--- config.mk ---
export PLATFORM = sky130hd
export DESIGN_NAME = piton_dcr_fifo
export DESIGN_NICKNAME = d
export VERILOG_FILES = /design/src/rtl/piton_dcr_fifo.sv
export SDC_FILE = /design/constraint.sdc
export NUM_CORES = 1
export LEC_CHECK = 0
export ABC_AREA = 1
export CORE_ASPECT_RATIO = 0.7
export CORE_MARGIN = 2
export CORE_UTILIZATION = 51
export CTS_CLUSTER_DIAMETER = 30
export DETAILED_ROUTE_END_ITERATION = 16
export GPL_ROUTABILITY_DRIVEN = 0
export GPL_TIMING_DRIVEN = 0
export PLACE_DENSITY = 0.82
export SLEW_MARGIN = 20
export SYNTH_ARGS = -nofsm -noshare
export SYNTH_HDL_FRONTEND = slang
export SYNTH_SLANG_ARGS = --single-unit
export TNS_END_PERCENT = 100
--- constraint.sdc ---
create_clock -name clk -period 11.3 [get_ports clk]
set_input_delay 2.26 -clock clk [delete_from_list [all_inputs] [get_ports clk]]
set_output_delay 2.26 -clock clk [all_outputs]
set_load 0.01 [all_outputs]
--- src/rtl/piton_dcr_fifo.sv ---
// DCR write-message FIFO between Piton core control and the Vortex DCR write port.
// Single clock, valid/ready on both sides, wrap-bit pointers, first-word fall-through.
module piton_dcr_fifo #(
  parameter int unsigned VX_DCR_ADDR_WIDTH = 8,
  parameter int unsigned VX_DCR_DATA_WIDTH = 32,
  parameter int unsigned DEPTH             = 8,
  parameter int unsigned AFULL_THRESH      = DEPTH - 2,
  localparam int unsigned PTR_W            = $clog2(DEPTH)
) (
  input  logic                         clk,
  input  logic                         rst_n,
  input  logic                         flush,
  input  logic                         in_valid,
  input  logic [VX_DCR_ADDR_WIDTH-1:0] in_addr,
  input  logic [VX_DCR_DATA_WIDTH-1:0] in_data,
  output logic                         in_ready,
  output logic                         out_valid,
  output logic [VX_DCR_ADDR_WIDTH-1:0] out_addr,
  output logic [VX_DCR_DATA_WIDTH-1:0] out_data,
  input  logic                         out_ready,
  output logic [PTR_W:0]               count,
  output logic                         empty,
  output logic                         full,
  output logic                         almost_full,
  output logic                         overflow
);

  localparam int unsigned   ENT_W     = VX_DCR_ADDR_WIDTH + VX_DCR_DATA_WIDTH;
  localparam logic [PTR_W:0] PTR_ONE  = (PTR_W + 1)'(1);
  localparam logic [PTR_W:0] AFULL_CNT = (PTR_W + 1)'(AFULL_THRESH);

  logic [PTR_W:0]   r_wr_ptr;
  logic [PTR_W:0]   r_rd_ptr;
  logic             r_overflow;
  logic [ENT_W-1:0] r_mem [DEPTH];

  logic             w_empty;
  logic             w_full;
  logic             w_push;
  logic             w_pop;
  logic [PTR_W:0]   w_count;
  logic [ENT_W-1:0] w_head;

  // Flags decode only from registered pointers; no input-to-output comb path.
  assign w_empty = (r_wr_ptr == r_rd_ptr);
  assign w_full  = (r_wr_ptr[PTR_W-1:0] == r_rd_ptr[PTR_W-1:0]) &&
                   (r_wr_ptr[PTR_W] != r_rd_ptr[PTR_W]);
  assign w_count = r_wr_ptr - r_rd_ptr;

  assign w_push = in_valid & ~w_full;
  assign w_pop  = ~w_empty & out_ready;

  always_ff @(posedge clk or negedge rst_n) begin
    if (!rst_n) begin
      r_wr_ptr   <= '0;
      r_rd_ptr   <= '0;
      r_overflow <= 1'b0;
    end else if (flush) begin
      r_wr_ptr   <= '0;
      r_rd_ptr   <= '0;
      r_overflow <= 1'b0;
    end else begin
      if (w_push) r_wr_ptr <= r_wr_ptr + PTR_ONE;
      if (w_pop)  r_rd_ptr <= r_rd_ptr + PTR_ONE;
      if (in_valid && w_full) r_overflow <= 1'b1;
    end
  end

  // Storage is not reset; the write is suppressed while reset or flush is active.
  always_ff @(posedge clk) begin
    if (rst_n && w_push && !flush) begin
      r_mem[r_wr_ptr[PTR_W-1:0]] <= {in_addr, in_data};
    end
  end

  assign w_head = r_mem[r_rd_ptr[PTR_W-1:0]];

  assign out_addr    = w_head[ENT_W-1:VX_DCR_DATA_WIDTH];
  assign out_data    = w_head[VX_DCR_DATA_WIDTH-1:0];
  assign out_valid   = ~w_empty;
  assign in_ready    = ~w_full;
  assign count       = w_count;
  assign empty       = w_empty;
  assign full        = w_full;
  assign almost_full = (w_count >= AFULL_CNT);
  assign overflow    = r_overflow;

endmodule

==> results summary, run 1 <==
The worst-case clock buffer depth came out at 3. The global routing stage identified its most utilized layer as met2. After Yosys synthesis, full adders, half adders and majority gates account for less than 1% of the synthesized area. The worst slew slack as a fraction of its limit is 48.0%. Dividing the detail-routed wire length by the instance count gives 19.7 um. The Yosys warning count is 0. The area fraction in compound gates after synthesis is 6.05%. The clock arrives with 0.0196 ns of skew. The core outline area is 25700 um2. The endpoint required time on the critical path is between 9 and 10 ns. The final-stage net count is between 1000 and 1500. The run finished with clean final reports.

Final hold analysis gives a worst-case slack of about 0.52 ns. The netlist area before placement came out at between 10000 and 15000 um2. For this run, the register share of the synthesized area comes to roughly three quarters. The via count of the first global-routing pass came to around 9200. The detailed router placed ~9400 vias in this run. The final cell count without fillers is 1686. The instance count along the most critical hold path came out at 2.

The time the final worst path needs with I/O delays and setup came out at roughly 5.5 ns. The post-route antenna net violation count came out at 0. The number of storage elements in the synthesis netlist came out at ~330.

The slowest stage of the critical path belongs to the cell sky130_fd_sc_hd__clkdlybuf4s50_1. The startpoint identified for the worst hold timing path is overflow. The first detailed-routing pass took 5 iterations. The height of the chip came out at ~140 um. The number of top-level pins is 95. The overall global routing resource usage is 24.4%.

The most numerous cell type found on the critical path is sky130_fd_sc_hd__nand2_1. The number of hold buffers added after cts is 0. The total wirelength of the detailed-routed design came out at between 30000 and 40000 um.

The max-slew violation count came out at 0. The xor and xnor area share after synthesis is less than 1%. The post-CTS setup repair buffer count is 0. The min-delay analysis places its worst path in the category flip-flop to flip-flop.

For the worst-skew pair, the clock arrives at the later sink with an insertion delay of roughly 0.54 ns. In the layout the commonest cells are sky130_fd_sc_hd__nor2_1, sky130_fd_sc_hd__edfxtp_1, sky130_fd_sc_hd__nand2_1. Of all nets on the critical path, the largest fanout is 10. The setup path with the least slack is of type flip-flop to primary output. The clock sink total came out at approximately 330.

The total power per unit cell area is ~200 nW/um2. By area, the combinational part of the netlist is dominated by simple AND/OR/NAND/NOR gates. The number of antenna violations at the first check in global routing came out at 1.

The count of buffers inserted at the top-level ports is 94. The maximum number of pins on one net before global-route repair is 25. The count of endpoints failing hold in the final timing report came out at 0.

The worst register-to-register path ends at r_mem[1][7]. The post-synthesis share of cell area spent on and, or, nand and nor gates came out at 16.9%. Clock tree synthesis inserted a total of between 40 and 50 buffers. TritonCTS built the clock tree. The worst hold path endpoint is overflow. The fraction of final layout cells with drive strength greater than 1 is a little under a tenth. The H-tree depth reported by CTS is 2. The worst stage delay on the critical path came out at between 0.5 and 0.6 ns.

Synthesis produced 1170 cells. The maximum VDD drop is ~0.13 mV. The number of placed instances with taps included came out at roughly 1600. The HPWL after detailed placement came out at 20800 um. In this run the static leakage power is roughly 0.006 uW. The number of max-cap violations came out at 0. The layout overhead on the synthesized area came out at 24.1%. The tree is rooted in a sky130_fd_sc_hd__clkbuf_16. The met1 capacity usage during global routing is between 30 and 40%. Setup repair after global routing left no endpoint under its margin. After layout, the worst path uses 48.5% of the clock period. For met2 alone, demand over resource in global routing was a little under 40%. Leaving out fill and tap cells, the most frequent cell in the layout is sky130_fd_sc_hd__nor2_1. The count of endpoints failing setup in the final report is 0.

Measured in cells, the most critical reg-to-reg path has a length of 11. The global-route met3 utilization is 4.70%. The floorplan step set the die width to about 200 um.

The global-route wire length before repair came out at between 50000 and 60000 um. The post-synthesis cell type count is 21. The clock transition at the register clock pins on the worst setup and hold paths after CTS is ~0.060 ns. In this run the core area contains approximately 50 standard-cell rows. The number of nets produced by synthesis came out at approximately 1200. The mux cell area share after synthesis is 0%. The setup slack of the most critical reg-to-reg path is 7.32 ns. The vias per cell came out at between 5 and 6. The number of cells upsized or downsized after cts came out at 0. The arrival time at the worst endpoint is 3.22 ns. The DRC violations left came out at 0. For the pin with the worst max-slew slack, the measured transition is between 0.7 and 0.8 ns. The beginning of the worst register-to-register path is r_rd_ptr[2]. A synthesized cell averages roughly 11 um2.

The die outline area came out at 27600 um2. Based on the critical path, the design can be clocked at up to roughly 0.18 GHz. The signal on the critical path passes through buf_2 -> inv_1 -> clkbuf_1 -> ha_1 -> nand2_1 -> or2_2 -> nand2_1 -> nand2_1 -> nand3_1 -> clkdlybuf4s50_1. The overflow left after global routing came out at 0.

The initial detailed-routing violation count came out at about 900. The type of element launching the critical path is a flip-flop. The initial cell density of the core is between 50% and 60%. The final sum of negative setup slack came out at 0 ns. The endpoint kind of the worst setup timing path is a primary output.
[metrics by stage]
step | cell area (um2) | util [%] | setup WS [ns] | power, uW
floorplan | 13400 | - | 6.60 | 1670
global route | 16600 | 64.6 | 5.73 | 3390
global placement | 14800 | 57.3 | 4.37 | 1890
detailed placement | 15200 | 58.9 | 6.29 | 1910
CTS | 16600 | 64.6 | 5.84 | 3290
finish | 16600 | 64.6 | 5.82 | 3280
[area by class of cell]
class | instances | area (um2)
Antenna cell | 1 | 2.50
Timing Repair Buffer | 108 | 1290
Fill cell | 1774 | 9110
Sequential cell | 329 | 9830
Multi-Input combinational cell | 764 | 3250
Clock buffer | 47 | 1130
Clock inverter | 29 | 334
Tap cell | 331 | 414
Buffer | 63 | 327
Inverter | 14 | 52.6
[state kept, by name (all words and copies together), names as in the netlist]
signal and count:
r_rd_ptr 4, r_wr_ptr 4, overflow 1, r_mem 320
[worst max-delay path: cells and delay by family, from the launching register on]
| kind | cells | cell delay [ns] |
|---|---|---|
| flip-flops | 1 | 0.37 |
| adder cells (fa/ha/maj) | 1 | 0.30 |
| AND/OR/NAND/NOR | 5 | 0.57 |
| buffers and inverters | 4 | 1.45 |
[cells in the mapped netlist]
library cell	count	share of area, %
sky130_fd_sc_hd__xnor2_1	1	0.065
sky130_fd_sc_hd__nand3_1	13	0.49
sky130_fd_sc_hd__ha_1	5	0.47
sky130_fd_sc_hd__o21ai_0	116	4.3
sky130_fd_sc_hd__inv_2	2	0.056
sky130_fd_sc_hd__a21oi_1	2	0.075
sky130_fd_sc_hd__inv_1	12	0.34
sky130_fd_sc_hd__clkbuf_1	29	0.81
sky130_fd_sc_hd__edfxtp_1	320	72
sky130_fd_sc_hd__buf_4	2	0.11
sky130_fd_sc_hd__or2_2	1	0.047
sky130_fd_sc_hd__o21ai_1	44	1.6
sky130_fd_sc_hd__buf_2	18	0.67
sky130_fd_sc_hd__fa_1	1	0.15
sky130_fd_sc_hd__nand4_1	9	0.42
sky130_fd_sc_hd__nor2_1	333	9.3
sky130_fd_sc_hd__dfrtp_1	9	1.7
sky130_fd_sc_hd__xor2_1	2	0.13
sky130_fd_sc_hd__buf_1	6	0.17
sky130_fd_sc_hd__nand2_1	237	6.6
sky130_fd_sc_hd__buf_6	8	0.67
[power breakdown]
part | internal [uW] | switching (uW) | total (uW)
clock network | 850 | 532 | 1380
registers | 1350 | 5.60 | 1360
logic | 208 | 329 | 537
total | 2410 | 867 | 3280
[worst max path at each step]
stage	slack, ns	start	endpoint	depth (start not counted)
after floorplan	6.60	flush	r_mem[0][0]	3
after detailed placement	6.29	rst_n	r_mem[1][7]	5
final	5.82	r_rd_ptr[2]	almost_full	10
after global routing	5.73	r_rd_ptr[2]	almost_full	10
after CTS	5.84	r_rd_ptr[2]	almost_full	10
after global placement	4.37	rst_n	r_mem[3][7]	3
[metal layers]
layer | wire length [um] | share of wire [%]
met5 | 0 | 0
met4 | 922 | 2.8
met3 | 3000 | 9.0
met2 | 15400 | 46
met1 | 13900 | 42
[cells by family after synthesis]
logic type                 count (synthesis)
DFF                                      329
and+or+nand+nor                          593
buffers and inverters                     77
adders and majority gates                  6
xor gates and xnor gates                   3
AOI/OAI and AO/OA                        162
Power figures use the tool's default switching activity.
==> run 2: changes to the inputs <==
Clock period 11.3 ns to 5.3 ns, I/O delays scaled along.
==> results of run 2 <==
Same layout as run 1 (identical final DEF). Status: complete, no violations.
Among the figures that moved: setup slack after placement 6.29 ns -> 1.46 ns; setup slack after layout 5.82 ns -> 1.02 ns; register-to-register setup slack 7.32 ns -> 1.32 ns; total power 3280 uW -> 6980 uW; worst IR drop on VDD 0.126 mV -> 0.269 mV
==> run 3: changes to the inputs <==
Clock period 5.3 ns to 4.4 ns, I/O delays scaled along.
==> results of run 3 <==
Same layout as run 1 (identical final DEF). Status: complete, no violations.
Among the figures that moved: setup slack after placement 6.29 ns -> 0.556 ns; setup slack after layout 5.82 ns -> 0.300 ns; register-to-register setup slack 7.32 ns -> 0.42 ns; total power 3280 uW -> 8410 uW; worst IR drop on VDD 0.126 mV -> 0.324 mV
